**src/rtl/accum_skid_pkg.sv**
```systemverilog
// Shared types and constants for the accumulator skid stage.
package accum_skid_pkg;

    localparam int          DATA_W     = 32;
    localparam logic [1:0]  SKID_DEPTH = 2'd2;

    typedef struct packed {
        logic [DATA_W-1:0] sum;
        logic [DATA_W-1:0] bypass_data;
    } result_t;

endpackage

```
**src/rtl/skid_fifo2.sv**
```systemverilog
// Generic 2-entry valid/ready skid buffer; the head register keeps its last
// value when the buffer drains so consumers see stable data while empty.
module skid_fifo2
    import accum_skid_pkg::*;
#(
    parameter type entry_t = result_t
) (
    input  logic       clk,
    input  logic       rst,
    input  logic       push,
    input  entry_t     push_data,
    input  logic       pop,
    output entry_t     head_data,
    output logic [1:0] count
);

    entry_t     head_q, head_d;
    entry_t     tail_q, tail_d;
    logic [1:0] count_q, count_d;
    logic       pushOk;
    logic       popOk;

    assign popOk  = pop && (count_q != 2'd0);
    assign pushOk = push && ((count_q != SKID_DEPTH) || popOk);

    always_comb begin
        head_d  = head_q;
        tail_d  = tail_q;
        count_d = count_q;
        unique case ({pushOk, popOk})
            2'b10: begin
                if (count_q == 2'd0) head_d = push_data;
                else                 tail_d = push_data;
                count_d = count_q + 2'd1;
            end
            2'b01: begin
                if (count_q == SKID_DEPTH) head_d = tail_q;
                count_d = count_q - 2'd1;
            end
            2'b11: begin
                // Simultaneous push and pop keeps the count; a full buffer shifts.
                if (count_q == 2'd1) begin
                    head_d = push_data;
                end else begin
                    head_d = tail_q;
                    tail_d = push_data;
                end
            end
            default: ;
        endcase
    end

    always_ff @(posedge clk) begin
        if (rst) begin
            head_q  <= '0;
            tail_q  <= '0;
            count_q <= 2'd0;
        end else begin
            head_q  <= head_d;
            tail_q  <= tail_d;
            count_q <= count_d;
        end
    end

    assign head_data = head_q;
    assign count     = count_q;

endmodule

```
**src/rtl/accum_skid_stage.sv**
```systemverilog
// Streaming accumulator with optional bypass, feeding a 2-entry skid buffer.
// Define ACCUM_SKID_SAT_EN for a saturating add and the sat_flag output.
module accum_skid_stage
    import accum_skid_pkg::*;
#(
    parameter int               WIDTH = 32,
    parameter logic [WIDTH-1:0] INIT  = '0
) (
    input  logic             clk,
    input  logic             rst,
    input  logic             in_valid,
    output logic             in_ready,
    input  logic [WIDTH-1:0] in_data,
    input  logic             in_bypass,
    input  logic             sum_clear,
    output logic             out_valid,
    input  logic             out_ready,
    output logic [WIDTH-1:0] out_sum,
    output logic [WIDTH-1:0] out_bypass_data,
    output logic [1:0]       occupancy
`ifdef ACCUM_SKID_SAT_EN
    ,
    output logic             sat_flag
`endif
);

    typedef struct packed {
        logic [WIDTH-1:0] sum;
        logic [WIDTH-1:0] bypass_data;
    } entry_t;

    logic [WIDTH-1:0] acc_q, acc_d;
    logic [WIDTH-1:0] base;
    logic [WIDTH-1:0] newAcc;
    logic             accept;
    logic             pop;
    entry_t           pushEntry;
    entry_t           headEntry;

    assign in_ready  = (occupancy != SKID_DEPTH);
    assign out_valid = (occupancy != 2'd0);
    assign accept    = in_valid && in_ready;
    assign pop       = out_valid && out_ready;
    assign base      = sum_clear ? '0 : acc_q;

`ifdef ACCUM_SKID_SAT_EN
    logic [WIDTH:0] sumExt;
    logic           carry;
    logic           sat_q;

    assign sumExt = {1'b0, base} + {1'b0, in_data};
    assign carry  = sumExt[WIDTH];
    assign newAcc = carry ? '1 : sumExt[WIDTH-1:0];

    // A clear cannot coincide with a carry, since 0 + in_data never overflows.
    always_ff @(posedge clk) begin
        if (rst)                  sat_q <= 1'b0;
        else if (accept && carry) sat_q <= 1'b1;
        else if (sum_clear)       sat_q <= 1'b0;
    end

    assign sat_flag = sat_q;
`else
    assign newAcc = base + in_data;
`endif

    always_comb begin
        acc_d = acc_q;
        if (accept)         acc_d = newAcc;
        else if (sum_clear) acc_d = INIT;
    end

    always_ff @(posedge clk) begin
        if (rst) acc_q <= INIT;
        else     acc_q <= acc_d;
    end

    assign pushEntry.sum         = newAcc;
    assign pushEntry.bypass_data = in_bypass ? in_data : newAcc;

    skid_fifo2 #(
        .entry_t (entry_t)
    ) u_fifo (
        .clk       (clk),
        .rst       (rst),
        .push      (accept),
        .push_data (pushEntry),
        .pop       (pop),
        .head_data (headEntry),
        .count     (occupancy)
    );

    assign out_sum         = headEntry.sum;
    assign out_bypass_data = headEntry.bypass_data;

endmodule

```
**config.mk**
```make
export PLATFORM = sky130hd
export DESIGN_NAME = accum_skid_stage
export DESIGN_NICKNAME = d
export VERILOG_FILES = /design/src/rtl/accum_skid_pkg.sv /design/src/rtl/skid_fifo2.sv /design/src/rtl/accum_skid_stage.sv
export SDC_FILE = /design/constraint.sdc
export NUM_CORES = 1
export LEC_CHECK = 0
export ABC_CLOCK_PERIOD_IN_PS = 3440
export CAP_MARGIN = 20
export CORE_MARGIN = 5
export CORE_UTILIZATION = 31
export CTS_BUF_LIST = sky130_fd_sc_hd__clkbuf_2 sky130_fd_sc_hd__clkbuf_4 sky130_fd_sc_hd__clkbuf_8
export DETAILED_ROUTE_END_ITERATION = 10
export GPL_ROUTABILITY_DRIVEN = 0
export PLACE_DENSITY_LB_ADDON = 0.08
export SKIP_LAST_GASP = 1
export SLEW_MARGIN = 0
export SYNTH_ARGS = -nofsm -noshare
export SYNTH_HDL_FRONTEND = slang
export SYNTH_SLANG_ARGS = --single-unit
```
**constraint.sdc**
```tcl
create_clock -name clk -period 3.44 [get_ports clk]
set_clock_uncertainty 0.2 [all_clocks]
set_input_delay 0.86 -clock clk [delete_from_list [all_inputs] [get_ports clk]]
set_output_delay 0.86 -clock clk [all_outputs]
set_load 0.02 [all_outputs]
```
Word-level counts from Yosys, hierarchy flattened
Cells that the tools add are included.
W data, S select, Z words.
{"block": "op_classes", "addsub": 3, "eq_ne": 10, "n_mux": 11, "reduce_logical": 12}
{"operator": "$mux W64", "n": 5}
{"operator": "$pmux W64 S3", "n": 1}
{"operator": "$pmux W64 S2", "n": 1}
{"operator": "$mux W32", "n": 3}
{"operator": "$add A32 B32 Y32", "n": 1}
{"operator": "$eq A2 B2 Y1 const B", "n": 3}
{"operator": "$ne A2 B2 Y1 const B", "n": 3}
{"operator": "$reduce_and A3 Y1", "n": 2}
{"operator": "$reduce_bool A2 Y1", "n": 3}
{"operator": "$eq A2 B1 Y1 const B", "n": 2}
{"operator": "$logic_and A1 B1 Y1", "n": 4}
{"operator": "$ne A2 B1 Y1 const B", "n": 2}
{"operator": "$pmux W2 S2", "n": 1}
{"operator": "$reduce_bool A3 Y1", "n": 1}
{"operator": "$add A2 B1 Y2 const B", "n": 1}
{"operator": "$logic_not A2 Y1", "n": 1}
{"operator": "$sub A2 B1 Y2 const B", "n": 1}
{"operator": "$logic_or A1 B1 Y1", "n": 1}
{"block": "word_totals", "regBits": 162, "wordCells": 42}

Depth between registers and ports, before layout
{"block": "depth", "ltp_word": 8, "ltp_mapped": 15, "depth_no_buf": 12}

Cells and area by module
Synthesis repeated with hierarchy kept, for this count alone.
{"block": "unflattened", "cells_unflattened": 1182, "hier_area_um2": 9241.4}
{"module": "skid_fifo2", "n_inst": 1, "cells_each": 658, "area_each_um2": 5326.4, "seq_area_each_um2": 2602.5}
{"module": "accum_skid_stage", "n_inst": 1, "cells_each": 524, "area_each_um2": 3915.0, "seq_area_each_um2": 640.6}

Least setup slack after synthesis
OpenSTA, ideal clock, no wires.
{"block": "synth_timing", "path_kind": "input to register", "startpoint": "input port sum_clear", "endpoint": "register u_fifo.head_q, in the netlist u_fifo.head_data[62]", "setup_time_ns": 0.131, "arrival_ns": 3.281, "required_ns": 3.109, "path_slack_ns": -0.172, "path_stages": 13, "path_buffers": 1, "path_cell_list": "clkbuf_1 > nor2b_1 > ha_1 > inv_1 > fa_1 > nand2b_1 > a21oi_1 > o32ai_2 > a211oi_2 > o211ai_2 > a21bo_2 > a32oi_1 > a21oi_1"}
{"block": "synth_between", "elab_chain_cells": 4, "elab_cells_between_ends": 5, "cone_classes": "add/sub (1); mux (4)"}
{"item": "from (decl)", "line": "accum_skid_stage.sv:15", "source": "input logic sum_clear,"}
{"item": "$mux W32 (*)"}
{"item": "$add A32 B32 Y32 (*)", "line": "accum_skid_stage.sv:64", "source": "assign newAcc = base + in_data;"}
{"item": "$mux W64 (on tied branches)", "line": "skid_fifo2.sv:42, skid_fifo2.sv:32"}
{"item": "$pmux W64 S3 (*)", "line": "skid_fifo2.sv:30", "source": "unique case ({pushOk, popOk})"}
{"item": "to (signal assigned)", "line": "skid_fifo2.sv:55", "source": "head_q <= '0;"}
{"item": "to (signal assigned)", "line": "skid_fifo2.sv:59", "source": "head_q <= head_d;"}
{"item": "to (decl)", "line": "skid_fifo2.sv:17", "source": "entry_t head_q, head_d;"}
Mark *: on every way between the ends. The rest lies on a longest branch, timed or not. The select of a mux whose other input is x is not followed.
A chain may end at the register's enable or synchronous reset.

Worst setup path in the final report
{"block": "layout_timing", "startpoint": "input port in_data[10]", "endpoint": "register acc_q[17]"}
{"block": "layout_between", "elab_chain_cells": 2}
{"item": "from (decl)", "line": "accum_skid_stage.sv:13", "source": "input logic [WIDTH-1:0] in_data,"}
{"item": "$add A32 B32 Y32", "line": "accum_skid_stage.sv:64"}
{"item": "$mux W32", "line": "accum_skid_stage.sv:69", "source": "if (accept) acc_d = newAcc;"}
{"item": "to (signal assigned)", "line": "accum_skid_stage.sv:74", "source": "if (rst) acc_q <= INIT;"}
{"item": "to (signal assigned)", "line": "accum_skid_stage.sv:75", "source": "else acc_q <= acc_d;"}
{"item": "to (decl)", "line": "accum_skid_stage.sv:32", "source": "logic [WIDTH-1:0] acc_q, acc_d;"}
No other way between the ends.

==> impl_metrics.csv <==
group,metric,value,unit
floorplanning,rows,61,
route,ant_nets,0,
clock_tree,clk_pin_slew_worst_paths,0.11,ns
route,vias,9063,
floorplanning,start_util,31.2,%
finish,regArea,3240,um^2
worst_setup_path,cp-startpoint,"in_data[10]",
global_route,grt_pass1_wl,52300,um
sta,maxSlewHeadroom,40.6,%
yosys,avgSynthCellArea,7.79,um^2
clock_tree,cts_root_buf,"clkbuf_8",
yosys,synth.distinct_cells,66,
sta,fin_crit,3.36,ns
yosys,ys.flop_type,"dfxtp_1",
global_route,grt_max_degree,75,
finish,final_cell_mix,"buf_4 (233), nand2_1 (165), dfxtp_1 (162)",
sta,min_period_over_period,97.7,%
finish,final_common_cell,"buf_4",
clock_tree,h-tree-depth,4,
worst_setup_path,worstPathCellList,"clkdlybuf4s50_1 > ha_1 > a21o_1 > a221oi_2 > and4bb_1 > and2_4 > nor2_1 > xor2_1 > buf_4 > nor2_1 > buf_4 > nor3_1",
worst_setup_path,cp_max_fo,5,
min_path,hp-class,"reg -> reg",
floorplanning,core_area,27700,um^2
clock_tree,cts_max_path_buffers,2,
global_route,track_usage,21.5,%
clock_tree,cts_tree,"yes",
power_and_ir_drop,power.leakage,5.34,nW
route,viasPerCell,5.08,
clock_tree,clock-sinks,162,
worst_setup_path,start_kind,"primary input",
finish,fillers,2839,
yosys,synth_fp_nets,1187,
finish,drive_above_1_share,24.7,%
sta,holdWs,0.260,ns
sta,tightestPinTransition,0.891,ns
yosys,synth_edf_count,0,
worst_setup_path,crit_slowest_cell,"clkdlybuf4s50_1",
worst_setup_path,arrival,3.55,ns
finish,syn_to_final_growth,45.4,%
finish,fin_nets,1471,
floorplanning,die_y,177,um
yosys,synth-seq-cells,162,
yosys,syn_area,8650,um^2
run_status,status,"finished clean",
yosys,synthArstFlopShare,0,%
sta,setup_ws,0.0787,ns
yosys,synthCells,1110,
finish,multi_input_area,5370,um^2
finish,final_util,45.4,%
worst_setup_path,cp_data_required_time,3.63,ns
worst_setup_path,critPathCaptureType,"flop",
worst_setup_path,crit-reg2reg-launch,"acc_q[0]",
finish,num_antenna_cells,0,
clock_tree,worstSkewPairLatency,0.47,ns
floorplanning,die_w,177,um
clock_tree,cts_made_buffers,17,
route,drtIter0Drc,522,
route,wl,34100,um
global_route,grt_pass1_vias,9088,
route,first_pass_iters,5,
floorplanning,die_area,31400,um^2
sta,slew_violations,0,
power_and_ir_drop,ir_worst_vdd,311,uV
sta,hold_viol_final,0,
placed_design,place_hpwl,24600,um
run,maxCapViolCount,0,
placed_design,port_buffers,105,
sta,fmax,0.298,GHz
floorplanning,io_pins,106,
route,routedWlPerCell,19.1,um
worst_setup_path,worst-setup-path-type,"in -> reg",
route,route.detailed.drc,0,
min_path,worstHoldStart,"u_fifo.tail_q[32]",
sta,finalSetupViolCount,0,
worst_setup_path,critPathMaxStageDelay,0.44,ns
global_route,grt_overflow,0,
power_and_ir_drop,cellPowerDensity,693,nW/um^2
global_route,antenna_found_initial,0,
yosys,yosysWarnings,0,
yosys,synth-seq-area-share,37.5,%
clock_tree,cts_hold_buf,0,
placed_design,dp_worst_setup_slack,-0.875,ns
-- synth_stat cells (all sizes together) (2+ instances only) --
cell type / n / area share, %
xnor2: 13 / 1.3
mux2i: 12 / 1.4
nor4: 3 / 0.29
o21bai: 4 / 0.35
a21boi: 4 / 0.35
nor3b: 3 / 0.32
o21ai: 93 / 5.4
a32oi: 3 / 0.30
nor2: 110 / 4.8
and2: 5 / 0.39
buf: 11 / 0.52
nand2b: 8 / 0.58
nor3: 41 / 2.4
xor2: 11 / 1.1
o311a: 2 / 0.23
o22ai: 4 / 0.29
and3: 6 / 0.43
a211oi: 17 / 1.6
a22oi: 9 / 0.78
nor2b: 36 / 2.6
nand2: 165 / 7.2
a21oi: 98 / 5.8
a21o: 22 / 1.9
o21a: 5 / 0.43
dfxtp: 162 / 37
nand4: 11 / 0.80
clkbuf: 71 / 3.1
mux2: 2 / 0.26
inv: 21 / 0.91
or3: 3 / 0.22
nand3: 20 / 1.2
o211ai: 10 / 0.93
ha: 38 / 5.5
o41ai: 2 / 0.38
a31oi: 23 / 1.7
and4: 2 / 0.20
a221oi: 40 / 4.2
o31ai: 6 / 0.74
-- kinds of logic after synthesis --
group	count (synthesis)	synth area share [%]
and+or+nand+nor	415	21.6
buffers and inverters	103	4.53
DFF	162	37.5
xor gates and xnor gates	24	2.43
muxes	14	1.65
adders and majority gates	39	5.73
AOI/OAI and AO/OA	353	26.6
-- state kept, by name (all words and copies together), names as in the netlist --
name / count
u_fifo.count: 2
u_fifo.tail_q: 64
u_fifo.head_data: 64
acc_q: 32
-- routing by layer --
layer / wire length, um / GRT usage (%) / vias to the layer above
li1: - / - / 4543
met1: 14900 / 26.3 / 4294
met2: 17300 / 38.8 / 191
met3: 1070 / 3.08 / 35
met4: 943 / 7.09 / 0
met5: 0 / 0 / -
-- layout make-up --
class                   instances  area share (%)
multi-input cells             845            42.7
repair buffers                347            23.9
inverters                      21           0.627
flip-flops and latches        162            25.8
well taps                     378            3.76
clock buffers                  17            1.86
clock inverters                15            1.29
-- report_power, final --
part           internal (W)  switching (W)  leakage, nW
sequential          0.00251       0.000348         1.34
clock              0.000550       0.000903        0.203
combinational       0.00198        0.00243         3.80
total               0.00504        0.00368         5.34
-- what timing repair did --
item / 4_1_cts / 5_1_grt
cloned: 1 / 1
buffers inserted: 1 / 3
pin swaps: 6 / 14
resized for setup: 34 / 34
endpoints found under the setup margin: 97 / 65
-- path summary, 6_finish.rpt --
| kind | to | slack, ns | cells past startpoint |
|---|---|---|---|
| setup / recovery | acc_q[17] | 0.08 | 12 |
| hold / removal | u_fifo.tail_q[32] | 0.26 | 2 |
| setup reg to reg | u_fifo.head_data[28] | 0.38 | 13 |
| hold reg to reg | u_fifo.tail_q[32] | 0.26 | 2 |
-- critical path: cells and delay by family --
family / cells / cell delay, ns
buffers and inverters: 3 / 0.81
xor gates and xnor gates: 1 / 0.34
adders and majority gates: 1 / 0.37
AOI/OAI and AO/OA: 2 / 0.51
and+or+nand+nor: 5 / 0.64
-- stage by stage --
step | cell area (um^2) | total power (W) | TNS [ns] | instances
3_3_place_gp | 11800 | 0.00723 | -79.44 | 1747
6_report | 12600 | 0.00872 | 0 | 1785
2_1_floorplan | 8700 | 0.00502 | -0.00452 | 1110
4_1_cts | 12300 | 0.00874 | 0 | 1781
5_1_grt | 12600 | 0.00930 | -0.0664 | 1785
3_5_place_dp | 11800 | 0.00723 | -79.51 | 1747
No activity file was read; power rests on OpenSTA's default activity.
